**src/rtl/conv_kxk_acc_pipe.sv**
```systemverilog
// KxK convolution MAC: one window x weights per beat, CIN beats accumulated per
// output pixel, then floor-shift requantisation, saturation and optional ReLU.

module conv_kxk_acc_pipe_mul #(
  parameter int DW = 8,
  parameter int WW = 8
) (
  input  logic                 clk,
  input  logic                 rst,
  input  logic                 en,
  input  logic signed [DW-1:0] a,
  input  logic signed [WW-1:0] b,
  output logic [DW+WW-1:0]     p
);
  localparam int PW = DW + WW;

  logic signed [PW-1:0] ax, bx;
  assign ax = PW'(a);
  assign bx = PW'(b);

  always_ff @(posedge clk) begin
    if (rst)     p <= '0;
    else if (en) p <= ax * bx;
  end
endmodule

module conv_kxk_acc_pipe #(
  parameter int DW    = 8,
  parameter int WW    = 8,
  parameter int K     = 3,
  parameter int CIN   = 4,
  parameter int SHIFT = 8,
  parameter int OW    = 8,
  parameter int ACC_W = 24
) (
  input  logic              clk,
  input  logic              rst,
  input  logic              relu_en,
  input  logic              in_valid,
  output logic              in_ready,
  input  logic [K*K*DW-1:0] in_data,
  input  logic [K*K*WW-1:0] in_weight,
  output logic              out_valid,
  input  logic              out_ready,
  output logic [OW-1:0]     out_data,
  output logic              out_sat,
  output logic              busy
);
  localparam int N    = K * K;
  localparam int PW   = DW + WW;
  localparam int CW   = (CIN > 1) ? $clog2(CIN) : 1;
  localparam int QMXI = 2**(OW-1) - 1;
  localparam int QMNI = -(2**(OW-1));
  localparam logic [CW-1:0]           LAST = CW'(CIN - 1);
  localparam logic signed [ACC_W-1:0] QMAX = ACC_W'(QMXI);
  localparam logic signed [ACC_W-1:0] QMIN = ACC_W'(QMNI);

  typedef struct packed {
    logic first;
    logic last;
    logic relu;
  } s1_ctl_t;

  logic                    stall, accept;
  logic [1:0]              vld_pipe;   // [0] S1 holds a beat, [1] output register valid
  logic [CW-1:0]           ch_cnt;
  logic                    relu_grp;
  s1_ctl_t                 s1;
  logic [N-1:0][PW-1:0]    prod;
  logic signed [ACC_W-1:0] acc, tree, acc_next, q;
  logic signed [OW-1:0]    qc, res;
  logic                    sat;

  assign stall     = vld_pipe[1] & ~out_ready;
  assign in_ready  = ~stall & ~rst;
  assign accept    = in_valid & in_ready;
  assign out_valid = vld_pipe[1];
  assign busy      = (ch_cnt != '0) | vld_pipe[0] | vld_pipe[1];

  for (genvar i = 0; i < N; i++) begin : g_lane
    conv_kxk_acc_pipe_mul #(.DW(DW), .WW(WW)) u_mul (
      .clk (clk),
      .rst (rst),
      .en  (accept),
      .a   (in_data[i*DW +: DW]),
      .b   (in_weight[i*WW +: WW]),
      .p   (prod[i])
    );
  end

  always_comb begin
    tree = '0;
    for (int i = 0; i < N; i++) tree = tree + ACC_W'($signed(prod[i]));
    acc_next = s1.first ? tree : acc + tree;
    q   = acc_next >>> SHIFT;
    sat = 1'b0;
    qc  = q[OW-1:0];
    if (q > QMAX) begin
      qc  = QMAX[OW-1:0];
      sat = 1'b1;
    end else if (q < QMIN) begin
      qc  = QMIN[OW-1:0];
      sat = 1'b1;
    end
    res = (s1.relu && qc[OW-1]) ? '0 : qc;
  end

  // Whole pipeline freezes while a result waits; otherwise the output slot is
  // either empty or being drained this edge, so it can simply be overwritten.
  always_ff @(posedge clk) begin
    if (rst) begin
      vld_pipe <= '0;
      ch_cnt   <= '0;
      relu_grp <= 1'b0;
      s1       <= '0;
      acc      <= '0;
      out_data <= '0;
      out_sat  <= 1'b0;
    end else if (!stall) begin
      vld_pipe[0] <= accept;
      if (accept) begin
        s1.first <= (ch_cnt == '0);
        s1.last  <= (ch_cnt == LAST);
        s1.relu  <= (ch_cnt == '0) ? relu_en : relu_grp;
        if (ch_cnt == '0) relu_grp <= relu_en;
        ch_cnt <= (ch_cnt == LAST) ? '0 : ch_cnt + 1'b1;
      end
      if (vld_pipe[0]) acc <= acc_next;
      if (vld_pipe[0] && s1.last) begin
        vld_pipe[1] <= 1'b1;
        out_data    <= res;
        out_sat     <= sat;
      end else begin
        vld_pipe[1] <= 1'b0;
      end
    end
  end
endmodule

```
**config.mk**
```make
export PLATFORM = sky130hd
export DESIGN_NAME = conv_kxk_acc_pipe
export DESIGN_NICKNAME = d
export VERILOG_FILES = /design/src/rtl/conv_kxk_acc_pipe.sv
export SDC_FILE = /design/constraint.sdc
export NUM_CORES = 2
export LEC_CHECK = 0
export ABC_CLOCK_PERIOD_IN_PS = 20100
export BUFFER_PORTS_ARGS = -buffer_cell sky130_fd_sc_hd__buf_2
export CAP_MARGIN = 20
export CORE_ASPECT_RATIO = 1.2
export CORE_UTILIZATION = 25
export CTS_BUF_LIST = sky130_fd_sc_hd__clkbuf_4 sky130_fd_sc_hd__clkbuf_8
export DETAILED_ROUTE_END_ITERATION = 10
export GPL_ROUTABILITY_DRIVEN = 0
export GPL_TIMING_DRIVEN = 0
export SETUP_SLACK_MARGIN = 0.5
export SLEW_MARGIN = 20
export SYNTH_ARGS = -nofsm -noshare
export SYNTH_HDL_FRONTEND = slang
export SYNTH_SLANG_ARGS = --single-unit
export TNS_END_PERCENT = 50
```
**constraint.sdc**
```tcl
create_clock -name clk -period 20.1 [get_ports clk]
set_input_delay 3.015 -clock clk [delete_from_list [all_inputs] [get_ports clk]]
set_output_delay 3.015 -clock clk [all_outputs]
set_load 0.01 [all_outputs]
```
==> metrics <==
CTS Buf Count=17; Placed Cells incl. Taps=approximately 5600; post-route ant nets=0; DIE WIDTH=335 um; Setup Total Neg Slack=0 ps; DR vias=24900; Stages on worst setup path=24; Synth Flop Type=dfxtp_1; max-slew violation count=0; vias in the first global route=27100; r2r setup slk=between 10000 and 15000 ps; Worst R2R Start=g_lane[6].u_mul.p[2]; Worst Setup End Kind=flop; final WL=about 91 mm; # DRC=0; Worst path top cell family by delay=compound AO/OA/AOI/OAI gates; Core Area=about 130000 sq um; Critical Path Slowest Stage Cell=a41oi_1; clk slew on worst S/H paths=120 ps; pin count of the biggest net entering global routing=21; CTS Buffer Depth=2; CP cell instances=fa_1, fa_1, fa_1, inv_1, fa_1, inv_1, ha_1, fa_1, a21oi_1, o211a_1, o21ai_1, xor2_1, ha_1, buf_2, a21oi_1, o21ai_0, a2111oi_2, nand2_1, a31oi_1, o21ai_0, o2111a_1, a41oi_1, o31ai_1, a22o_1; Critical Path End=out_data[1]; top-area cell type share of the netlist area=0.368; worst endpoint required time=between 20000 and 25000 ps; Worst Setup Start Kind=flop; final setup fails=0; layout cells sized above 1=0.0584; Initial Utilization=0.252; Post-CTS Resized=0; Total GRT Usage=0.140; Yosys reg bits=184; crit path time final=roughly 7700 ps; global route overflow=0; Crit path buffers/inverters=3; Layout area overhead=10.5%; Sink Count=between 150 and 200; max frequency=roughly 0.13 GHz; RSZ-0062 raised after global routing=no; Mapped Avg Cell Area=between 9 and 10 sq um; Rows=roughly 150; hold_buf cts=0; port buffer count=between 150 and 200; CTS tree=yes; Max Clock Skew=30.5 ps; Via density=around 4.4; Post-CTS Setup Bufs=0; Worst EP arrival=a little over 8000 ps; commonest non-fill, non-tap cell in the layout=inv_1; IO Count=161; crit path kind=flop to flop; die height=401 um; most frequent cells in the layout=inv_1, fa_1, and2_1, nand2_1, ha_1; Layout Cells excl Fill=~5600; htree depth=4; post-synthesis adder-cell area fraction=0.484; hpwl dp=slightly below 80 mm; yosys warns=0; CP most frequent cell=fa_1; first-pass GRT wire length=around 150 mm; Synthesized Nets=about 4700; DR iter-0 viols=1351; final net count=roughly 4900; initial antenna violation count=37; final hold vios=0; period utilization=0.383; critical path launch point=g_lane[6].u_mul.p[2]; Pre-antenna DRT Iters=5; R2R depth=24; routed len/inst=about 16 um; async set or reset register ratio after synthesis=0; Clk Latency, worst-skew pair=about 500 ps; Slew @ Worst Pin=between 1000 and 1500 ps; Post-Synth XOR/XNOR Area=0.0368; Crit Reg-Reg Endpoint=out_data[1]; crit path max fanout=8; mux share of post-synthesis cell area=0.00459; crit-path max cell delay=about 700 ps; largest area contributor in the netlist=fa_1; Hold WC Path Type=flop to flop; cell area after synthesis=about 33000 sq um; largest cells by area after synthesis=fa_1, ha_1, dfxtp_1; Post-synth EDFFs=0; status=complete, no violations; DIE AREA=between 100000 and 150000 sq um; register area share after synthesis=0.111; Post-Synth Simple-Gate Area=0.169; Synth cell types=75; Compound-Gate Fraction of Synth Area=0.0962; Mapped Cells=roughly 3700; CTS Root Cell=clkbuf_8; minimum hold slack=473 ps; main combinational cell family by area after synthesis=adder cells; Max-slew headroom=0.252; # Max-Cap Violations=0
[area by class of cell]
| class | count | area [sq um] |
|---|---|---|
| Tap cell | 1776 | 2220 |
| Clock buffer | 17 | 234 |
| Buffer | 82 | 364 |
| Antenna cell | 13 | 32.5 |
| Fill cell | 14200 | 95100 |
| Multi-Input combinational cell | 2626 | 26300 |
| Sequential cell | 184 | 3680 |
| Timing Repair Buffer | 152 | 761 |
| Clock inverter | 15 | 250 |
| Inverter | 776 | 2910 |
[registers in the layout (all words and copies together) (netlist names)]
| signal | flops |
|---|---|
| g_lane.u_mul.p | 144 |
| acc | 24 |
| out_data | 8 |
| s1 | 3 |
| ch_cnt | 2 |
| vld_pipe | 2 |
| out_sat | 1 |
[how the worst min path moves through the flow]
stage                                     from              endpoint  slack, ps  cells after the start
after floorplan                         acc[2]                acc[2]        440                      2
after global placement                  acc[2]                acc[2]        450                      2
final                                   acc[2]                acc[2]        470                      2
after global routing      g_lane[8].u_mul.p[0]  g_lane[8].u_mul.p[0]        490                      2
after detailed placement                acc[2]                acc[2]        460                      2
after CTS                               acc[2]                acc[2]        470                      2
[worst reg2reg max path, stage by stage, from the launching register on]
cell	delay (ps)
dfxtp_1	360
fa_1	580
fa_1	490
fa_1	560
inv_1	60
fa_1	490
inv_1	40
ha_1	220
fa_1	490
a21oi_1	200
o211a_1	190
o21ai_1	130
xor2_1	340
ha_1	300
buf_2	170
a21oi_1	180
o21ai_0	260
a2111oi_2	640
nand2_1	120
a31oi_1	250
o21ai_0	150
o2111a_1	300
a41oi_1	680
o31ai_1	180
a22o_1	210
[Yosys cell counts, drive strengths merged, types with 3 or more instances]
cell type	instances
a2111oi	3
a211o	4
a211oi	33
a21boi	27
a21o	25
a21oi	101
a22o	7
a22oi	3
a311oi	5
a31o	3
a31oi	4
a32oi	4
a41oi	4
and2	340
and3	8
and4	3
buf	12
clkbuf	70
dfxtp	184
fa	611
ha	308
inv	775
mux2i	13
nand2	340
nand2b	63
nand3	20
nand3b	81
nand4	10
nor2	114
nor2b	26
nor3	44
o211ai	14
o21a	25
o21ai	122
o22ai	5
o31ai	67
o41ai	10
or3	19
or4	3
xnor2	113
xor2	25
[metal layers]
metal | share of wire | routed length [um] | track usage | up-vias
li1 | - | - | - | 11800
met1 | 0.39 | 35200 | 0.156 | 12600
met2 | 0.55 | 50300 | 0.271 | 386
met3 | 0.027 | 2510 | 0.0159 | 153
met4 | 0.036 | 3250 | 0.0484 | 30
met5 | 0.0019 | 173 | 0 | -
[cells by family after synthesis]
kind of cell	Yosys count
compound gates	480
simple gates	1074
xor+xnor	138
buf+inv	858
mux	15
flops	184
fa+ha+maj	919
[through the flow]
| step | worst slack (ps) | utilization | cell area, sq um |
|---|---|---|---|
| final | 12400 | 0.279 | 36700 |
| after global routing | 11930 | 0.279 | 36700 |
| after CTS | 12400 | 0.278 | 36700 |
| after detailed placement | 11860 | 0.275 | 36200 |
| after global placement | 11890 | 0.275 | 36200 |
| after floorplan | 13050 | - | 33200 |
Power is not shown: default switching activity piles up to over one toggle a cycle in this logic, so the estimate is an artifact.
